==> src/rtl/bus_pkg.sv <==
`default_nettype none
// +----------------------------------------------------------------------------+
// | bus_pkg: instruction codes, FSM states and default widths for the serial   |
// | bus. MASTER_PARITY_EN adds one even-parity bit after each data word.       |
// | Revision: 1.0                                                              |
// +----------------------------------------------------------------------------+
package bus_pkg;

   localparam int DEF_ADDR_WIDTH  = 12;
   localparam int DEF_DATA_WIDTH  = 8;
   localparam int DEF_SLAVE_LEN   = 2;
   localparam int DEF_ACK_TIMEOUT = 255;

   localparam logic [1:0] INSTR_IDLE  = 2'b00;
   localparam logic [1:0] INSTR_READ  = 2'b01;
   localparam logic [1:0] INSTR_WRITE = 2'b10;

`ifdef MASTER_PARITY_EN
   localparam int PAR_BITS = 1;
`else
   localparam int PAR_BITS = 0;
`endif

   typedef enum logic [2:0] {
      IDLE     = 3'd0,
      REQ      = 3'd1,
      ADDR     = 3'd2,
      WAIT_ACK = 3'd3,
      WDATA    = 3'd4,
      RDATA    = 3'd5,
      DONE     = 3'd6
   } state_e;

   function automatic logic is_xfer(input logic [1:0] instr);
      return (instr == INSTR_READ) || (instr == INSTR_WRITE);
   endfunction

endpackage
`default_nettype wire

==> src/rtl/master_port_if.sv <==
`default_nettype none
// +----------------------------------------------------------------------------+
// | master_port_if: shared serial bus signals between master, slave, arbiter.  |
// | Revision: 1.0                                                              |
// +----------------------------------------------------------------------------+
interface master_port_if;
   logic bus_req;
   logic bus_grant;
   logic m_valid;
   logic m_mode;
   logic m_dout;
   logic slave_ready;
   logic m_din;
   logic m_rd_valid;

   modport master (
      output bus_req, m_valid, m_mode, m_dout,
      input  bus_grant, slave_ready, m_din, m_rd_valid
   );

   modport slave (
      input  bus_req, m_valid, m_mode, m_dout,
      output bus_grant, slave_ready, m_din, m_rd_valid
   );
endinterface
`default_nettype wire

==> src/rtl/bus_shift_reg.sv <==
`default_nettype none
// +----------------------------------------------------------------------------+
// | bus_shift_reg: loadable LSB-first shifter, serial out and serial in, with a |
// | per-load bit length and a last-bit flag. Revision: 1.0                     |
// +----------------------------------------------------------------------------+
module bus_shift_reg #(
   parameter  int WIDTH  = 14,
   parameter  int WORD_W = 8,
   localparam int LEN_W  = $clog2(WIDTH + 1)
) (
   input  logic              clk,
   input  logic              reset,
   input  logic              load,
   input  logic [WIDTH-1:0]  load_val,
   input  logic [LEN_W-1:0]  load_len,
   input  logic              shift,
   input  logic              shift_in,
   output logic              serial_out,
   output logic              last_bit,
   output logic [WORD_W-1:0] word_next
);

   logic [WIDTH-1:0] q_q, q_d, shifted;
   logic [LEN_W-1:0] cnt_q, cnt_d, len_q, len_d;
   logic [LEN_W-1:0] ins_pos;

   // Serial-in bits enter at the top of the active length so that after
   // len shifts the first bit received sits at bit 0.
   always_comb begin
      ins_pos = len_q - LEN_W'(1);
      shifted = q_q >> 1;
      if (shift_in) begin
         shifted = shifted | (WIDTH'(1) << ins_pos);
      end
      q_d   = q_q;
      cnt_d = cnt_q;
      len_d = len_q;
      if (load) begin
         q_d   = load_val;
         cnt_d = '0;
         len_d = load_len;
      end else if (shift) begin
         q_d   = shifted;
         cnt_d = cnt_q + LEN_W'(1);
      end
   end

   always_ff @(posedge clk) begin
      if (!reset) begin
         q_q   <= '0;
         cnt_q <= '0;
         len_q <= '0;
      end else begin
         q_q   <= q_d;
         cnt_q <= cnt_d;
         len_q <= len_d;
      end
   end

   assign serial_out = q_q[0];
   assign last_bit   = (cnt_q == ins_pos);
   assign word_next  = shifted[WORD_W-1:0];

endmodule
`default_nettype wire

==> src/rtl/master_port.sv <==
`default_nettype none
// +----------------------------------------------------------------------------+
// | master_port: arbitrates for the serial bus and runs one read or write per  |
// | request. MASTER_PARITY_EN appends/checks an even-parity bit. Revision: 1.0 |
// +----------------------------------------------------------------------------+
module master_port
   import bus_pkg::*;
#(
   parameter int ADDR_WIDTH  = DEF_ADDR_WIDTH,
   parameter int DATA_WIDTH  = DEF_DATA_WIDTH,
   parameter int SLAVE_LEN   = DEF_SLAVE_LEN,
   parameter int ACK_TIMEOUT = DEF_ACK_TIMEOUT
) (
   input  logic                  clk,
   input  logic                  reset,
   input  logic [1:0]            instruction,
   input  logic [SLAVE_LEN-1:0]  slave_select,
   input  logic [ADDR_WIDTH-1:0] address,
   input  logic [DATA_WIDTH-1:0] data_in,
   output logic [DATA_WIDTH-1:0] data_out,
   output logic                  tx_done,
   output logic                  ack_fail,
   master_port_if.master         bus
);

   localparam int ADDR_BITS = SLAVE_LEN + ADDR_WIDTH;
   localparam int SER_W     = DATA_WIDTH + PAR_BITS;
   localparam int SH_W      = (ADDR_BITS > SER_W) ? ADDR_BITS : SER_W;
   localparam int LEN_W     = $clog2(SH_W + 1);
   localparam int CNT_W     = $clog2(ACK_TIMEOUT + 1);
   localparam logic [CNT_W-1:0] ACK_LAST = CNT_W'(ACK_TIMEOUT - 1);

   state_e                state_q, state_d;
   logic                  armed_q, armed_d;
   logic                  mode_q, mode_d;
   logic [DATA_WIDTH-1:0] wdata_q, wdata_d;
   logic [CNT_W-1:0]      ack_cnt_q, ack_cnt_d;
   logic                  ack_fail_q, ack_fail_d;
   logic [DATA_WIDTH-1:0] data_out_q, data_out_d;

   logic              sh_load, sh_shift, sh_shift_in, sh_serial, sh_last;
   logic [SH_W-1:0]   sh_load_val;
   logic [LEN_W-1:0]  sh_load_len;
   logic [SER_W-1:0]  sh_word;
   logic [SER_W-1:0]  wdata_word;
   logic              rd_ok;
   logic              bus_req_w, m_valid_w;

`ifdef MASTER_PARITY_EN
   assign wdata_word = {^wdata_q, wdata_q};
   assign rd_ok      = ~(^sh_word);
`else
   assign wdata_word = wdata_q;
   assign rd_ok      = 1'b1;
`endif

   bus_shift_reg #(
      .WIDTH  (SH_W),
      .WORD_W (SER_W)
   ) u_shift (
      .clk        (clk),
      .reset      (reset),
      .load       (sh_load),
      .load_val   (sh_load_val),
      .load_len   (sh_load_len),
      .shift      (sh_shift),
      .shift_in   (sh_shift_in),
      .serial_out (sh_serial),
      .last_bit   (sh_last),
      .word_next  (sh_word)
   );

   assign sh_shift_in = (state_q == RDATA) & bus.m_din;

   always_comb begin
      state_d     = state_q;
      armed_d     = armed_q;
      mode_d      = mode_q;
      wdata_d     = wdata_q;
      ack_cnt_d   = ack_cnt_q;
      ack_fail_d  = ack_fail_q;
      data_out_d  = data_out_q;
      sh_load     = 1'b0;
      sh_load_val = '0;
      sh_load_len = '0;
      sh_shift    = 1'b0;
      case (state_q)
         IDLE: begin
            if (instruction == INSTR_IDLE) begin
               armed_d = 1'b1;
            end else if (armed_q && is_xfer(instruction)) begin
               mode_d                       = (instruction == INSTR_WRITE);
               wdata_d                      = data_in;
               ack_fail_d                   = 1'b0;
               sh_load                      = 1'b1;
               sh_load_val[ADDR_BITS-1:0]   = {address, slave_select};
               sh_load_len                  = LEN_W'(ADDR_BITS);
               state_d                      = REQ;
            end
         end
         REQ: begin
            if (bus.bus_grant) state_d = ADDR;
         end
         ADDR: begin
            if (!bus.bus_grant) begin
               state_d    = DONE;
               ack_fail_d = 1'b1;
            end else begin
               sh_shift  = 1'b1;
               ack_cnt_d = '0;
               if (sh_last) state_d = WAIT_ACK;
            end
         end
         WAIT_ACK: begin
            if (!bus.bus_grant) begin
               state_d    = DONE;
               ack_fail_d = 1'b1;
            end else if (bus.slave_ready) begin
               sh_load                  = 1'b1;
               sh_load_val[SER_W-1:0]   = mode_q ? wdata_word : '0;
               sh_load_len              = LEN_W'(SER_W);
               ack_cnt_d                = '0;
               state_d                  = mode_q ? WDATA : RDATA;
            end else if (ack_cnt_q == ACK_LAST) begin
               state_d    = DONE;
               ack_fail_d = 1'b1;
            end else begin
               ack_cnt_d = ack_cnt_q + CNT_W'(1);
            end
         end
         WDATA: begin
            if (!bus.bus_grant) begin
               state_d    = DONE;
               ack_fail_d = 1'b1;
            end else begin
               sh_shift = 1'b1;
               if (sh_last) state_d = DONE;
            end
         end
         RDATA: begin
            if (!bus.bus_grant) begin
               state_d    = DONE;
               ack_fail_d = 1'b1;
            end else if (bus.m_rd_valid) begin
               sh_shift  = 1'b1;
               ack_cnt_d = '0;
               if (sh_last) begin
                  state_d = DONE;
                  if (rd_ok) data_out_d = sh_word[DATA_WIDTH-1:0];
                  else       ack_fail_d = 1'b1;
               end
            end else if (ack_cnt_q == ACK_LAST) begin
               state_d    = DONE;
               ack_fail_d = 1'b1;
            end else begin
               ack_cnt_d = ack_cnt_q + CNT_W'(1);
            end
         end
         DONE: begin
            // Disarm so a request still held after tx_done is not re-issued.
            armed_d = 1'b0;
            state_d = IDLE;
         end
         default: state_d = IDLE;
      endcase
   end

   always_ff @(posedge clk) begin
      if (!reset) begin
         state_q    <= IDLE;
         armed_q    <= 1'b1;
         mode_q     <= 1'b0;
         wdata_q    <= '0;
         ack_cnt_q  <= '0;
         ack_fail_q <= 1'b0;
         data_out_q <= '0;
      end else begin
         state_q    <= state_d;
         armed_q    <= armed_d;
         mode_q     <= mode_d;
         wdata_q    <= wdata_d;
         ack_cnt_q  <= ack_cnt_d;
         ack_fail_q <= ack_fail_d;
         data_out_q <= data_out_d;
      end
   end

   assign bus_req_w = (state_q == REQ) || (state_q == ADDR) || (state_q == WAIT_ACK) ||
                      (state_q == WDATA) || (state_q == RDATA);
   assign m_valid_w = ((state_q == ADDR) || (state_q == WDATA)) && bus.bus_grant;

   assign bus.bus_req = bus_req_w;
   assign bus.m_valid = m_valid_w;
   assign bus.m_mode  = bus_req_w & mode_q;
   assign bus.m_dout  = m_valid_w & sh_serial;

   assign data_out = data_out_q;
   assign ack_fail = ack_fail_q;
   assign tx_done  = (state_q == DONE);

endmodule
`default_nettype wire

==> src/flat_wrapper.sv <==
// flat-port wrapper written by rule: the top's interface ports become plain ports
module master_port_flat import bus_pkg::*;
#(
   parameter int ADDR_WIDTH  = DEF_ADDR_WIDTH,
   parameter int DATA_WIDTH  = DEF_DATA_WIDTH,
   parameter int SLAVE_LEN   = DEF_SLAVE_LEN,
   parameter int ACK_TIMEOUT = DEF_ACK_TIMEOUT
)
  (clk, reset, instruction, slave_select, address, data_in, data_out, tx_done, ack_fail, bus_bus_req, bus_m_valid, bus_m_mode, bus_m_dout, bus_bus_grant, bus_slave_ready, bus_m_din, bus_m_rd_valid);
  master_port_if bus_i ();
  input  logic clk;
  input  logic reset;
  input  logic [1:0] instruction;
  input  logic [SLAVE_LEN-1:0] slave_select;
  input  logic [ADDR_WIDTH-1:0] address;
  input  logic [DATA_WIDTH-1:0] data_in;
  output logic [DATA_WIDTH-1:0] data_out;
  output logic tx_done;
  output logic ack_fail;
  output wire logic [$bits(bus_i.bus_req)-1:0] bus_bus_req;
  output wire logic [$bits(bus_i.m_valid)-1:0] bus_m_valid;
  output wire logic [$bits(bus_i.m_mode)-1:0] bus_m_mode;
  output wire logic [$bits(bus_i.m_dout)-1:0] bus_m_dout;
  input wire logic [$bits(bus_i.bus_grant)-1:0] bus_bus_grant;
  input wire logic [$bits(bus_i.slave_ready)-1:0] bus_slave_ready;
  input wire logic [$bits(bus_i.m_din)-1:0] bus_m_din;
  input wire logic [$bits(bus_i.m_rd_valid)-1:0] bus_m_rd_valid;
  assign bus_bus_req = bus_i.bus_req;
  assign bus_m_valid = bus_i.m_valid;
  assign bus_m_mode = bus_i.m_mode;
  assign bus_m_dout = bus_i.m_dout;
  assign bus_i.bus_grant = bus_bus_grant;
  assign bus_i.slave_ready = bus_slave_ready;
  assign bus_i.m_din = bus_m_din;
  assign bus_i.m_rd_valid = bus_m_rd_valid;
  master_port #(.ADDR_WIDTH(ADDR_WIDTH), .DATA_WIDTH(DATA_WIDTH), .SLAVE_LEN(SLAVE_LEN), .ACK_TIMEOUT(ACK_TIMEOUT)) u_core (.clk(clk), .reset(reset), .instruction(instruction), .slave_select(slave_select), .address(address), .data_in(data_in), .data_out(data_out), .tx_done(tx_done), .ack_fail(ack_fail), .bus(bus_i));
endmodule
==> config.mk <==
export PLATFORM = sky130hd
export DESIGN_NAME = master_port_flat
export DESIGN_NICKNAME = d
export VERILOG_FILES = /design/src/rtl/bus_pkg.sv /design/src/rtl/master_port_if.sv /design/src/rtl/bus_shift_reg.sv /design/src/rtl/master_port.sv /design/src/flat_wrapper.sv
export SDC_FILE = /design/constraint.sdc
export NUM_CORES = 1
export LEC_CHECK = 0
export CAP_MARGIN = 20
export CORE_ASPECT_RATIO = 0.6
export CORE_MARGIN = 3
export CORE_UTILIZATION = 56
export DETAILED_ROUTE_END_ITERATION = 6
export GPL_ROUTABILITY_DRIVEN = 0
export PLACE_DENSITY = 0.92
export SLEW_MARGIN = 10
export SYNTH_ARGS = -nofsm -noshare
export SYNTH_HDL_FRONTEND = slang
export SYNTH_SLANG_ARGS = --single-unit
export TNS_END_PERCENT = 5
==> constraint.sdc <==
create_clock -name clk -period 3 [get_ports clk]
set_clock_uncertainty 0.05 [all_clocks]
set_input_delay 0.45 -clock clk [delete_from_list [all_inputs] [get_ports clk]]
set_output_delay 0.45 -clock clk [all_outputs]
set_load 0.005 [all_outputs]
# Word level (Yosys, flattened, before mapping)
# Cells that the tools add are included.
[op_classes]
bitwise_logic = 6
addsub = 3
eq_ne = 21
n_mux = 56
reduce_logical = 22
shifts = 1
[ops]
columns = ["operator", "n"]
rows = [
  ["2-to-1 mux 8 bit", 9],
  ["2-to-1 mux 14 bit", 5],
  ["2-to-1 mux 3 bit", 12],
  ["case mux 8 bit (3 select lines)", 1],
  ["case mux 3 bit (6 select lines)", 1],
  ["2-to-1 mux 1 bit", 17],
  ["2-to-1 mux 4 bit", 4],
  ["case mux 8 bit (2 select lines)", 1],
  ["OR 13 x 14 -> 14 bit", 1],
  ["left shift 1 x 4 -> 14 bit (first input constant)", 1],
  ["inequality test 2 bit (second input constant)", 6],
  ["AND reduction 4 bit", 3],
  ["== test 3 bit (second input constant)", 3],
  ["adder 8 x 1 -> 8 bit (second input constant)", 1],
  ["== test 8 bit (second input constant)", 1],
  ["case mux 4 bit (2 select lines)", 1],
  ["== test 3 x 2 -> 1 bit (second input constant)", 2],
  ["logical OR 1 bit", 6],
  ["2-to-1 mux 6 bit", 1],
  ["inequality test 3 bit (second input constant)", 2],
  ["case mux 1 bit (2 select lines)", 3],
  ["AND reduction 6 bit", 1],
  ["adder 4 x 1 -> 4 bit (second input constant)", 1],
  ["== test 4 bit", 1],
  ["other kinds (18)", 25],
]
[totals]
out_inout_bits = 14
word_cells = 119
register_bits = 52
inputBits = 30

# Longest topological paths before layout
# Gate-level depths: netlist of run 1.
[depth]
ltp_word = 7
ltp_mapped = 8
depth_no_buf = 7

# By module
# A second synthesis of run 1 with hierarchy kept.
[unflattened]
cells_unflattened = 392
hier_area_um2 = 3253.1
[modules_own_cells]
columns = ["module", "n_inst", "cells_each", "area_per_inst_um2", "seq_area_each_um2"]
rows = [
  ["master_port", 1, 222, 1810.5, 600.6],
  ["bus_shift_reg", 1, 170, 1442.6, 440.4],
]

# Worst setup path after synthesis of run 1
# Ideal clock, no wire load.
[synth_timing]
path_kind = "input to register"
startpoint = "input instruction[0]"
endpoint = "register u_core.u_shift.q_q[6]"
arrival_time_ps = 1768
setup_ps = 126
stages = 8
setup_slack_ps = 1056
path_buffers = 1
t_required_ps = 2824
path_cell_list = "inv_1 -> ha_1 -> and4bb_1 -> nand2_2 -> and2_4 -> buf_6 -> a222oi_1 -> a21oi_1"
[synth_via]
elab_chain_len = 7
[synth_lines]
columns = ["item", "line", "text"]
rows = [
  ["from (decl)", "flat_wrapper.sv:13", "input logic [1:0] instruction;"],
  ["== test 2 x 1 -> 1 bit or == test 2 bit (tied branches)", "bus_pkg.sv:35", "return (instr == INSTR_READ) || (instr == INSTR_WRITE);"],
  ["logical OR 1 bit", "bus_pkg.sv:35", ""],
  ["logical AND 1 bit", "master_port.sv:91", "end else if (armed_q && is_xfer(instruction)) begin"],
  ["2-to-1 mux 14 bit or 2-to-1 mux 1 bit (tied branches)", "master_port.sv:91", ""],
  ["2-to-1 mux 14 bit or 2-to-1 mux 1 bit (tied branches)", "master_port.sv:89", "if (instruction == INSTR_IDLE) begin"],
  ["case mux 8 bit (2 select lines) or case mux 1 bit (2 select lines) (tied branches)", "master_port.sv:87", "case (state_q)"],
  ["2-to-1 mux 14 bit or nonzero test 2 bit (tied branches)", "--", ""],
  ["to (signal assigned)", "bus_shift_reg.sv:54", "q_q <= q_d;"],
  ["to (decl)", "bus_shift_reg.sv:23", "logic [WIDTH-1:0] q_q, q_d, shifted;"],
]
# Several ways; a longest one is shown, not always the timed one.
# A chain may end at the register's enable or synchronous reset.

# Worst setup path in the final report of run 1
[layout_timing]
startpoint = "input bus_bus_grant"
endpoint = "output bus_m_dout"
[layout_via]
elab_chain_len = 2
[layout_lines]
columns = ["item", "line", "text"]
rows = [
  ["from (decl)", "flat_wrapper.sv:24", "input wire logic [$bits(bus_i.bus_grant)-1:0] bus_bus_grant;"],
  ["logical AND 1 bit", "master_port.sv:190", "assign m_valid_w = ((state_q == ADDR) || (state_q == WDATA)) && bus.bus_grant;"],
  ["AND 1 bit", "master_port.sv:195", "assign bus.m_dout = m_valid_w & sh_serial;"],
  ["to (decl)", "flat_wrapper.sv:23", "output wire logic [$bits(bus_i.m_dout)-1:0] bus_m_dout;"],
]
# Every way passes these cells.

==> results_dict.tcl, run 1 <==
set metrics [dict create \
    synthMuxAreaShare 0.0236 \
    die_h_um 58.2 \
    antenna_left 0 \
    synthSimpleGateAreaFrac 0.235 \
    peakVddDrop_mv 0.292 \
    worstPathMaxFanout 5 \
    cts_max_level 2 \
    dpl_cell_area_um2 3000 \
    track_usage 0.266 \
    hold_violations 0 \
    worstReg2RegStart "u_core.state_q[0]" \
    grt_max_degree 27 \
    dp_hpwl_mm 4.85 \
    setup_violations 0 \
    globalRouteOverflowTotal 0 \
    via_count 2474 \
    final_area_um2 3090 \
    min_period_ps 2510 \
    tightest_slew_ps 830 \
    post-place-cells 387 \
    critPathKind "in2out" \
    cap_violations 0 \
    r2r_slack_ps 640 \
    cts_root_buf "clkbuf_8" \
    cts_setup_buffers 0 \
    synth_top_family_by_area "compound AO/OA/AOI/OAI gates" \
    status "complete, no violations" \
    clock.fmax_mhz 398 \
    dr.first_iter.drc_count 279 \
    ff2ff_path_depth 5 \
    top_layer "met4" \
    synth_fa_ha_area_frac 0.0394 \
    final_cell_mix "dfxtp_1 (50), clkdlybuf4s50_1 (43), nand2_1 (32)" \
    core_um2 4230 \
    fin_tns_setup_ps 0 \
    clk_latency_ps 320 \
    cts.clk_slew.worst_paths_ps 100 \
    yosysSeqAreaShare 0.394 \
    synth_compound_area_frac 0.245 \
    route.met3.wl_um 745 \
    antenna_found_initial 0 \
    synth_cell_types 51 \
    wl_per_cell_um 17.3 \
    layout.nets 372 \
    cts_buffer_depth 2 \
    hold_path.class "reg2reg" \
    min_from "u_core.wdata_q[7]" \
    synth_seq_cells 50 \
    drt-met1-wl_mm 3.05 \
    die-area_um2 5410 \
    netlist_area_um2 2540 \
    layout.cells.non_filler 395 \
    drive_gt1_frac 0.0746 \
    rsz0062_at_grt "no" \
    finalCritPeriodShare 0.837 \
    dieWidth_um 92.9 \
    holdPathStages 2 \
    cp-end-kind "output port" \
    portBuffers 43 \
    holdPathEnd "u_core.wdata_q[7]" \
    viasPerCell 6.26 \
    worst_ep_required_time_ps 2500 \
    synthArstFlopShare 0 \
    multi_input_comb_area_um2 1420 \
    grt_pass1_wl_mm 11.4 \
    start_util 0.600 \
    synth_xor_area_frac 0.0172 \
    syn-instance-count 296 \
    syn_to_final_growth_pct 21.8 \
    cp_data_arrival_time_ps 2010 \
    antenna-diode-count 0 \
    powerDensity_nw_per_um2 662 \
    postSynthAreaPerCell_um2 8.58 \
    drv_slew 0 \
    fin_util 0.731 \
    clock_sinks 50 \
    met2WireLength_mm 2.94 \
    drc_errors 0 \
    cts_buffers 5 \
    pin_count 44 \
    final_common_cell "dfxtp_1" \
    cts_hold_buf 0 \
    nFillCells 331 \
    synth-edff-count 0 \
    routed_wl_mm 6.85 \
    relSlewSlack 0.445 \
    synth_flop_cell "dfxtp_1" \
    r2r_end "u_core.u_shift.q_q[0]" \
    cts_tree "built" \
    firstDrtPassIters 5 \
    regArea_um2 1000 \
    grt_pass1_vias 2316 \
    syn_nets 334 \
    power_leakage_uw 0.00118 \
    ys_warn_count 0 \
    fp-row-count 18 \
    cp-start-kind "input port" \
    cts-resized-gates 0 \
]
[power breakdown]
part	switching, µW	internal, µW	total (µW)	leakage (µW)
clock network	251	173	424	0.0000502
registers	118	785	903	0.000408
logic	403	318	722	0.000724
total	772	1280	2050	0.00118
[cells by family (layout without fill, tap and decap cells)]
logic type               after synthesis  count (layout)
buffers and inverters                 24              63
adder cells (fa/ha/maj)                8               8
XOR/XNOR                               5               5
multiplexers                           6               6
AND/OR/NAND/NOR                      114             114
flip-flops                            50              50
AO/OA/AOI/OAI                         89              89
[Yosys cell counts, types with 2 or more instances]
| library cell | count | area, µm² |
|---|---|---|
| nand2_1 | 32 | 120 |
| nor2b_1 | 9 | 56.3 |
| a31oi_1 | 9 | 56.3 |
| nor3_1 | 2 | 10.0 |
| o21ai_0 | 17 | 85.1 |
| a211oi_1 | 3 | 22.5 |
| dfxtp_1 | 50 | 1000 |
| ha_1 | 8 | 100 |
| clkbuf_1 | 7 | 26.3 |
| a21boi_1 | 2 | 15.0 |
| xor2_1 | 4 | 35.0 |
| mux2i_1 | 6 | 60.1 |
| a222oi_1 | 7 | 70.1 |
| nand2b_1 | 5 | 31.3 |
| buf_2 | 9 | 45.0 |
| o211a_1 | 2 | 20.0 |
| buf_6 | 2 | 22.5 |
| a22oi_1 | 2 | 15.0 |
| and3_1 | 9 | 56.3 |
| o221ai_1 | 5 | 43.8 |
| nor3b_2 | 2 | 25.0 |
| and2_1 | 6 | 37.5 |
| o22ai_1 | 2 | 12.5 |
| nand3_1 | 5 | 25.0 |
| or3_1 | 2 | 12.5 |
| nor3b_1 | 3 | 22.5 |
| a21oi_1 | 17 | 85.1 |
| nand4_1 | 4 | 25.0 |
| inv_1 | 6 | 22.5 |
| nor2_1 | 27 | 101 |
| a21boi_0 | 10 | 75.1 |
| o221a_2 | 3 | 33.8 |
[per-stage QoR]
step	setup slack (ps)	power (µW)	hold slack, ps
after floorplan	1060	1410	391
after global placement	356	1570	401
after detailed placement	235	1610	412
after CTS	487	2030	427
after global routing	319	2160	450
final	488	2050	427
[area by class of cell]
class | instances | area share
multi-input cells | 222 | 0.460
flip-flops and latches | 50 | 0.323
repair buffers | 49 | 0.154
well taps | 60 | 0.0243
clock buffers | 5 | 0.0222
clock inverters | 3 | 0.00930
inverters | 6 | 0.00728
[registers in the layout, summed over array words and instances (netlist names)]
register,cells
u_core.u_shift.q_q,14
u_core.ack_cnt_q,8
u_core.data_out,8
u_core.wdata_q,8
u_core.u_shift.cnt_q,4
u_core.state_q,3
u_core.u_shift.len_q,2
u_core.ack_fail,1
u_core.armed_q,1
u_core.mode_q,1
[routing by layer]
metal / global-route usage / vias up
met5: 0 / -
li1: - / 1160
met4: 0.0731 / 0
met1: 0.367 / 1155
met2: 0.401 / 140
met3: 0.0869 / 19
[worst max-delay path, stage by stage]
cell             delay (ps)
clkdlybuf4s50_1         480
inv_1                   110
a211oi_1                300
and2_1                  180
clkdlybuf4s50_1         490
[worst max path at each step]
stage	start	endpoint	slack, ps	depth (start not counted)
3_5_place_dp	instruction[0]	u_core.u_shift.q_q[6]	240	8
2_1_floorplan	instruction[0]	u_core.u_shift.q_q[6]	1060	8
3_3_place_gp	instruction[1]	u_core.u_shift.q_q[5]	360	8
6_report	bus_bus_grant	bus_m_dout	490	5
4_1_cts	bus_bus_grant	bus_m_dout	490	5
5_1_grt	instruction[1]	u_core.u_shift.q_q[0]	320	8
Note: power is estimated with default switching activity, not from simulation.
==> inputs of run 2 (changes only) <==
- CORE_UTILIZATION: 56 -> 47
- PLACE_DENSITY: 0.92 -> 0.83
- clock period: 3 -> 2.2 ns (I/O delays scaled with it)
==> results_dict.tcl, run 2 (synthesis results as in run 1) <==
set metrics [dict create \
    status "complete, no violations" \
    final_cell_mix "dfxtp_1 (47), clkdlybuf4s50_1 (43), nand2_1 (32)" \
    clock.fmax_mhz 458 \
    routed_wl_mm 6.55 \
    layout.nets 393 \
    start_util 0.495 \
    clk_latency_ps 310 \
    cts_buffers 5 \
    rsz0062_at_grt "yes" \
    fp-row-count 20 \
    power_leakage_uw 0.00130 \
    critPathKind "reg2out" \
    worst_ep_required_time_ps 1820 \
    min_period_ps 2180 \
    final_common_cell "dfxtp_1" \
    via_count 2438 \
    finalCritPeriodShare 0.992 \
    globalRouteOverflowTotal 0 \
    cts.clk_slew.worst_paths_ps 100 \
    cts_max_level 2 \
    antenna_left 0 \
    syn_to_final_growth_pct 30.6 \
    hold_violations 0 \
    pre_cts_slack_ps -219 \
    largest_reg_flops 14 \
    grt_pass1_vias 2309 \
    cts_root_buf "clkbuf_8" \
    dieWidth_um 101 \
    relSlewSlack 0.731 \
    cp-end-kind "output port" \
    cp-start-kind "register" \
    powerDensity_nw_per_um2 925 \
    setup_violations 0 \
    antenna_found_initial 0 \
    die-area_um2 6350 \
    wl_per_cell_um 15.5 \
    track_usage 0.209 \
    drc_errors 0 \
    grt_max_degree 29 \
    cp_data_arrival_time_ps 1800 \
    portBuffers 43 \
    post-place-cells 413 \
    firstDrtPassIters 5 \
    cts_tree "built" \
    dr.first_iter.drc_count 215 \
    antenna-diode-count 0 \
    die_h_um 62.9 \
    viasPerCell 5.78 \
    core_um2 5130 \
    cap_violations 0 \
    dp_hpwl_mm 4.76 \
    worst_slack_ps 17.9 \
    cts_buffer_depth 2 \
    drv_slew 0 \
    worstPathMaxFanout 9 \
    clock_sinks 50 \
    largest-register "u_core.u_shift.q_q" \
    peakVddDrop_mv 0.522 \
    layout.cells.non_filler 422 \
    grt_pass1_wl_mm 10.8 \
    nFillCells 407 \
    tightest_slew_ps 400 \
    drive_gt1_frac 0.143 \
    hold_path.class "reg2reg" \
    pin_count 44 \
]
## run 2: changes by cell type in the layout (fill, tap and decap cells not counted), sizes merged
cell / before / now
inv: 7 / 8
bufinv: 0 / 1
clkinv: 2 / 0
buf: 6 / 27
## run 2: power breakdown
group | internal [µW] | switching, µW | leakage [µW]
Clock | 347 | 327 | 0.0000591
Combinational | 577 | 579 | 0.000833
Sequential | 1080 | 161 | 0.000410
Total | 2000 | 1070 | 0.00130
## run 2: final cells by class
class                   instances  area, µm²  share of cell area
well taps                      66       82.6              0.0249
clock inverters                 3       47.5              0.0143
inverters                       6       22.5             0.00679
repair buffers                 70        658               0.198
multi-input cells             222       1430               0.431
flip-flops and latches         50       1010               0.304
clock buffers                   5       68.8              0.0207
## run 2: repair_timing
item,CTS,global route
setup endpoints to repair,4,10
pin swaps,0,0
buffers inserted,0,1
hold buffers,0,0
resized for setup,5,2
## run 2: final timing paths
path,startpoint,to,slack (ps),depth (start not counted)
setup / recovery,u_core.state_q[1],bus_m_dout,20,4
hold / removal,u_core.wdata_q[2],u_core.wdata_q[2],430,2
setup reg to reg,u_core.u_shift.len_q[2],u_core.data_out[0],330,8
hold reg to reg,u_core.wdata_q[2],u_core.wdata_q[2],430,2
## run 2: worst max-delay path: stages (launching register included)
cell and delay [ps]:
dfxtp_4 400, nand2b_1 180, a211oi_2 240, and2_1 160, clkdlybuf4s50_1 520
## run 2: per-layer routing
layer	vias up	track usage	routed length (µm)
met4	0	0.0647	69
met3	9	0.0479	488
met2	92	0.311	2870
met1	1145	0.299	3120
met5	-	0	0
li1	1192	-	-
## run 2: per-stage QoR
step                hold WS (ps)  power, µW   util  TNS (ps)  area, µm²
finish                       428       3070  0.647         0       3320
global route                 451       3240  0.647     -56.3       3320
CTS                          428       3050  0.645         0       3310
detailed placement           415       2360  0.620     -3020       3180
global placement             400       2300  0.620     -1580       3180
floorplan                    391       1920      -         0       2540
==> inputs of run 3 (changes only) <==
- CORE_UTILIZATION: 47 -> 39
- PLACE_DENSITY: 0.83 -> 0.72
==> results_dict.tcl, run 3 (synthesis results as in run 1) <==
set metrics [dict create \
    status "complete, no violations" \
    crit_buf_inv 2 \
    final_area_um2 3340 \
    layout.nets 392 \
    routed_wl_mm 6.56 \
    cp-end-kind "output port" \
    clk_latency_ps 310 \
    cp-start-kind "register" \
    post-place-cells 429 \
    multi_input_comb_area_um2 1440 \
    cts_buffers 5 \
    cts_tree "built" \
    holdPathStages 2 \
    critPathMaxStageDelay_ps 440 \
    final_common_cell "dfxtp_1" \
    dpl_cell_area_um2 3190 \
    min_from "u_core.wdata_q[3]" \
    track_usage 0.183 \
    drv_slew 0 \
    cts_hold_buf 0 \
    layout.cells.non_filler 439 \
    dp_hpwl_mm 4.73 \
    pin_count 44 \
    fp-row-count 22 \
    tightest_slew_ps 364 \
    globalRouteOverflowTotal 0 \
    die_h_um 68.5 \
    setup_violations 0 \
    critPathKind "reg2out" \
    antenna_found_initial 0 \
    clock.fmax_mhz 456 \
    power_leakage_uw 0.00131 \
    dieWidth_um 110 \
    critical_path.top_delay_family "simple AND/OR/NAND/NOR gates" \
    die-area_um2 7550 \
    regArea_um2 1010 \
    grt_pass1_vias 2095 \
    worstPathMaxFanout 5 \
    firstDrtPassIters 5 \
    viasPerCell 5.45 \
    largest_reg_flops 14 \
    cts_root_buf "clkbuf_8" \
    final_cell_mix "dfxtp_1 (47), clkdlybuf4s50_1 (41), nand2_1 (32)" \
    cp_data_arrival_time_ps 1810 \
    grt_max_degree 31 \
    start_util 0.408 \
    cap_violations 0 \
    powerDensity_nw_per_um2 887 \
    hold_violations 0 \
    hold_slack_ps 415 \
    cts_buffer_depth 2 \
    cts_max_level 2 \
    finalCritPeriodShare 0.997 \
    ff2ff_path_depth 8 \
    via_count 2394 \
    antenna-diode-count 0 \
    core_um2 6220 \
    cts.clk_slew.worst_paths_ps 90 \
    min_period_ps 2190 \
    critPathSlowestCell "clkdlybuf4s50_1" \
    r2r_end "u_core.data_out[0]" \
    worstReg2RegStart "u_core.u_shift.len_q[2]" \
    syn_to_final_growth_pct 31.5 \
    antenna_left 0 \
    worstPathCellList "buf_12 -> or3_1 -> and3_1 -> clkdlybuf4s50_1" \
    hold_path.class "reg2reg" \
    wl_per_cell_um 14.9 \
    peakVddDrop_mv 0.402 \
    relSlewSlack 0.757 \
    grt_pass1_wl_mm 10.7 \
    r2r_slack_ps 120 \
    largest-register "u_core.u_shift.q_q" \
    nFillCells 586 \
    drive_gt1_frac 0.149 \
    clock_sinks 50 \
    holdPathEnd "u_core.wdata_q[3]" \
    worst_ep_required_time_ps 1820 \
    portBuffers 43 \
    rsz0062_at_grt "yes" \
    drc_errors 0 \
    dr.first_iter.drc_count 160 \
]
run 3: cell count changes in the layout (fill, tap and decap cells not counted), sizes merged:
cell           delta
clkinvlp          +1
dlymetal6s2s      +1
clkbuf            +1
clkinv            +1
clkdlybuf4s50     -2
inv               -2
bufinv            -1
run 3: worst min-delay path, delay by kind of cell (launching register included):
kind,cells,cell delay (ps)
compound gates,1,60
flops,1,320
simple gates,1,50
run 3: layout make-up:
cell class / instances / share of cell area
Clock buffer: 6 / 0.0247
Clock inverter: 2 / 0.00375
Inverter: 6 / 0.00674
Multi-Input combinational cell: 222 / 0.432
Sequential cell: 50 / 0.302
Tap cell: 84 / 0.0315
Timing Repair Buffer: 69 / 0.199
run 3: how the worst max path moves through the flow:
stage                            startpoint            endpoint  slack [ps]  cells past startpoint
global placement             instruction[1]   u_core.wdata_q[4]        -130                      8
finish                    u_core.state_q[1]          bus_m_mode           7                      4
floorplan           u_core.u_shift.len_q[2]  u_core.data_out[0]         340                      8
detailed placement           instruction[1]   u_core.wdata_q[7]        -180                      8
CTS                       u_core.state_q[1]          bus_m_dout         -30                      5
global route              u_core.state_q[1]          bus_m_mode         -60                      4
run 3: power breakdown:
| group | total [µW] | switching [µW] | internal (µW) |
|---|---|---|---|
| sequential | 1230 | 153 | 1080 |
| clock | 570 | 316 | 253 |
| combinational | 1160 | 568 | 590 |
run 3: timing repair:
action / in CTS / in global routing
resized for setup: 4 / 7
endpoints found under the hold margin: 0 / 0
setup endpoints to repair: 4 / 14
pin swaps: 1 / 1
cloned: 0 / 0
setup buffers: 0 / 2
run 3: routing by layer:
metal	vias up	wire [µm]	global-route usage
li1	1196	-	-
met2	83	2770	0.248
met5	-	0	0
met3	5	398	0.0307
met1	1110	3330	0.290
met4	0	61	0.0553
run 3: per-stage QoR:
stage | setup TNS (ps) | power [µW] | worst slack (ps) | utilization
detailed placement | -2550 | 2340 | -182 | 0.512
CTS | -25.4 | 2920 | -25.4 | 0.530
global placement | -1920 | 2310 | -133 | 0.512
finish | 0 | 2960 | 7.40 | 0.537
floorplan | 0 | 1920 | 340 | -
global route | -61.2 | 3160 | -58.5 | 0.537
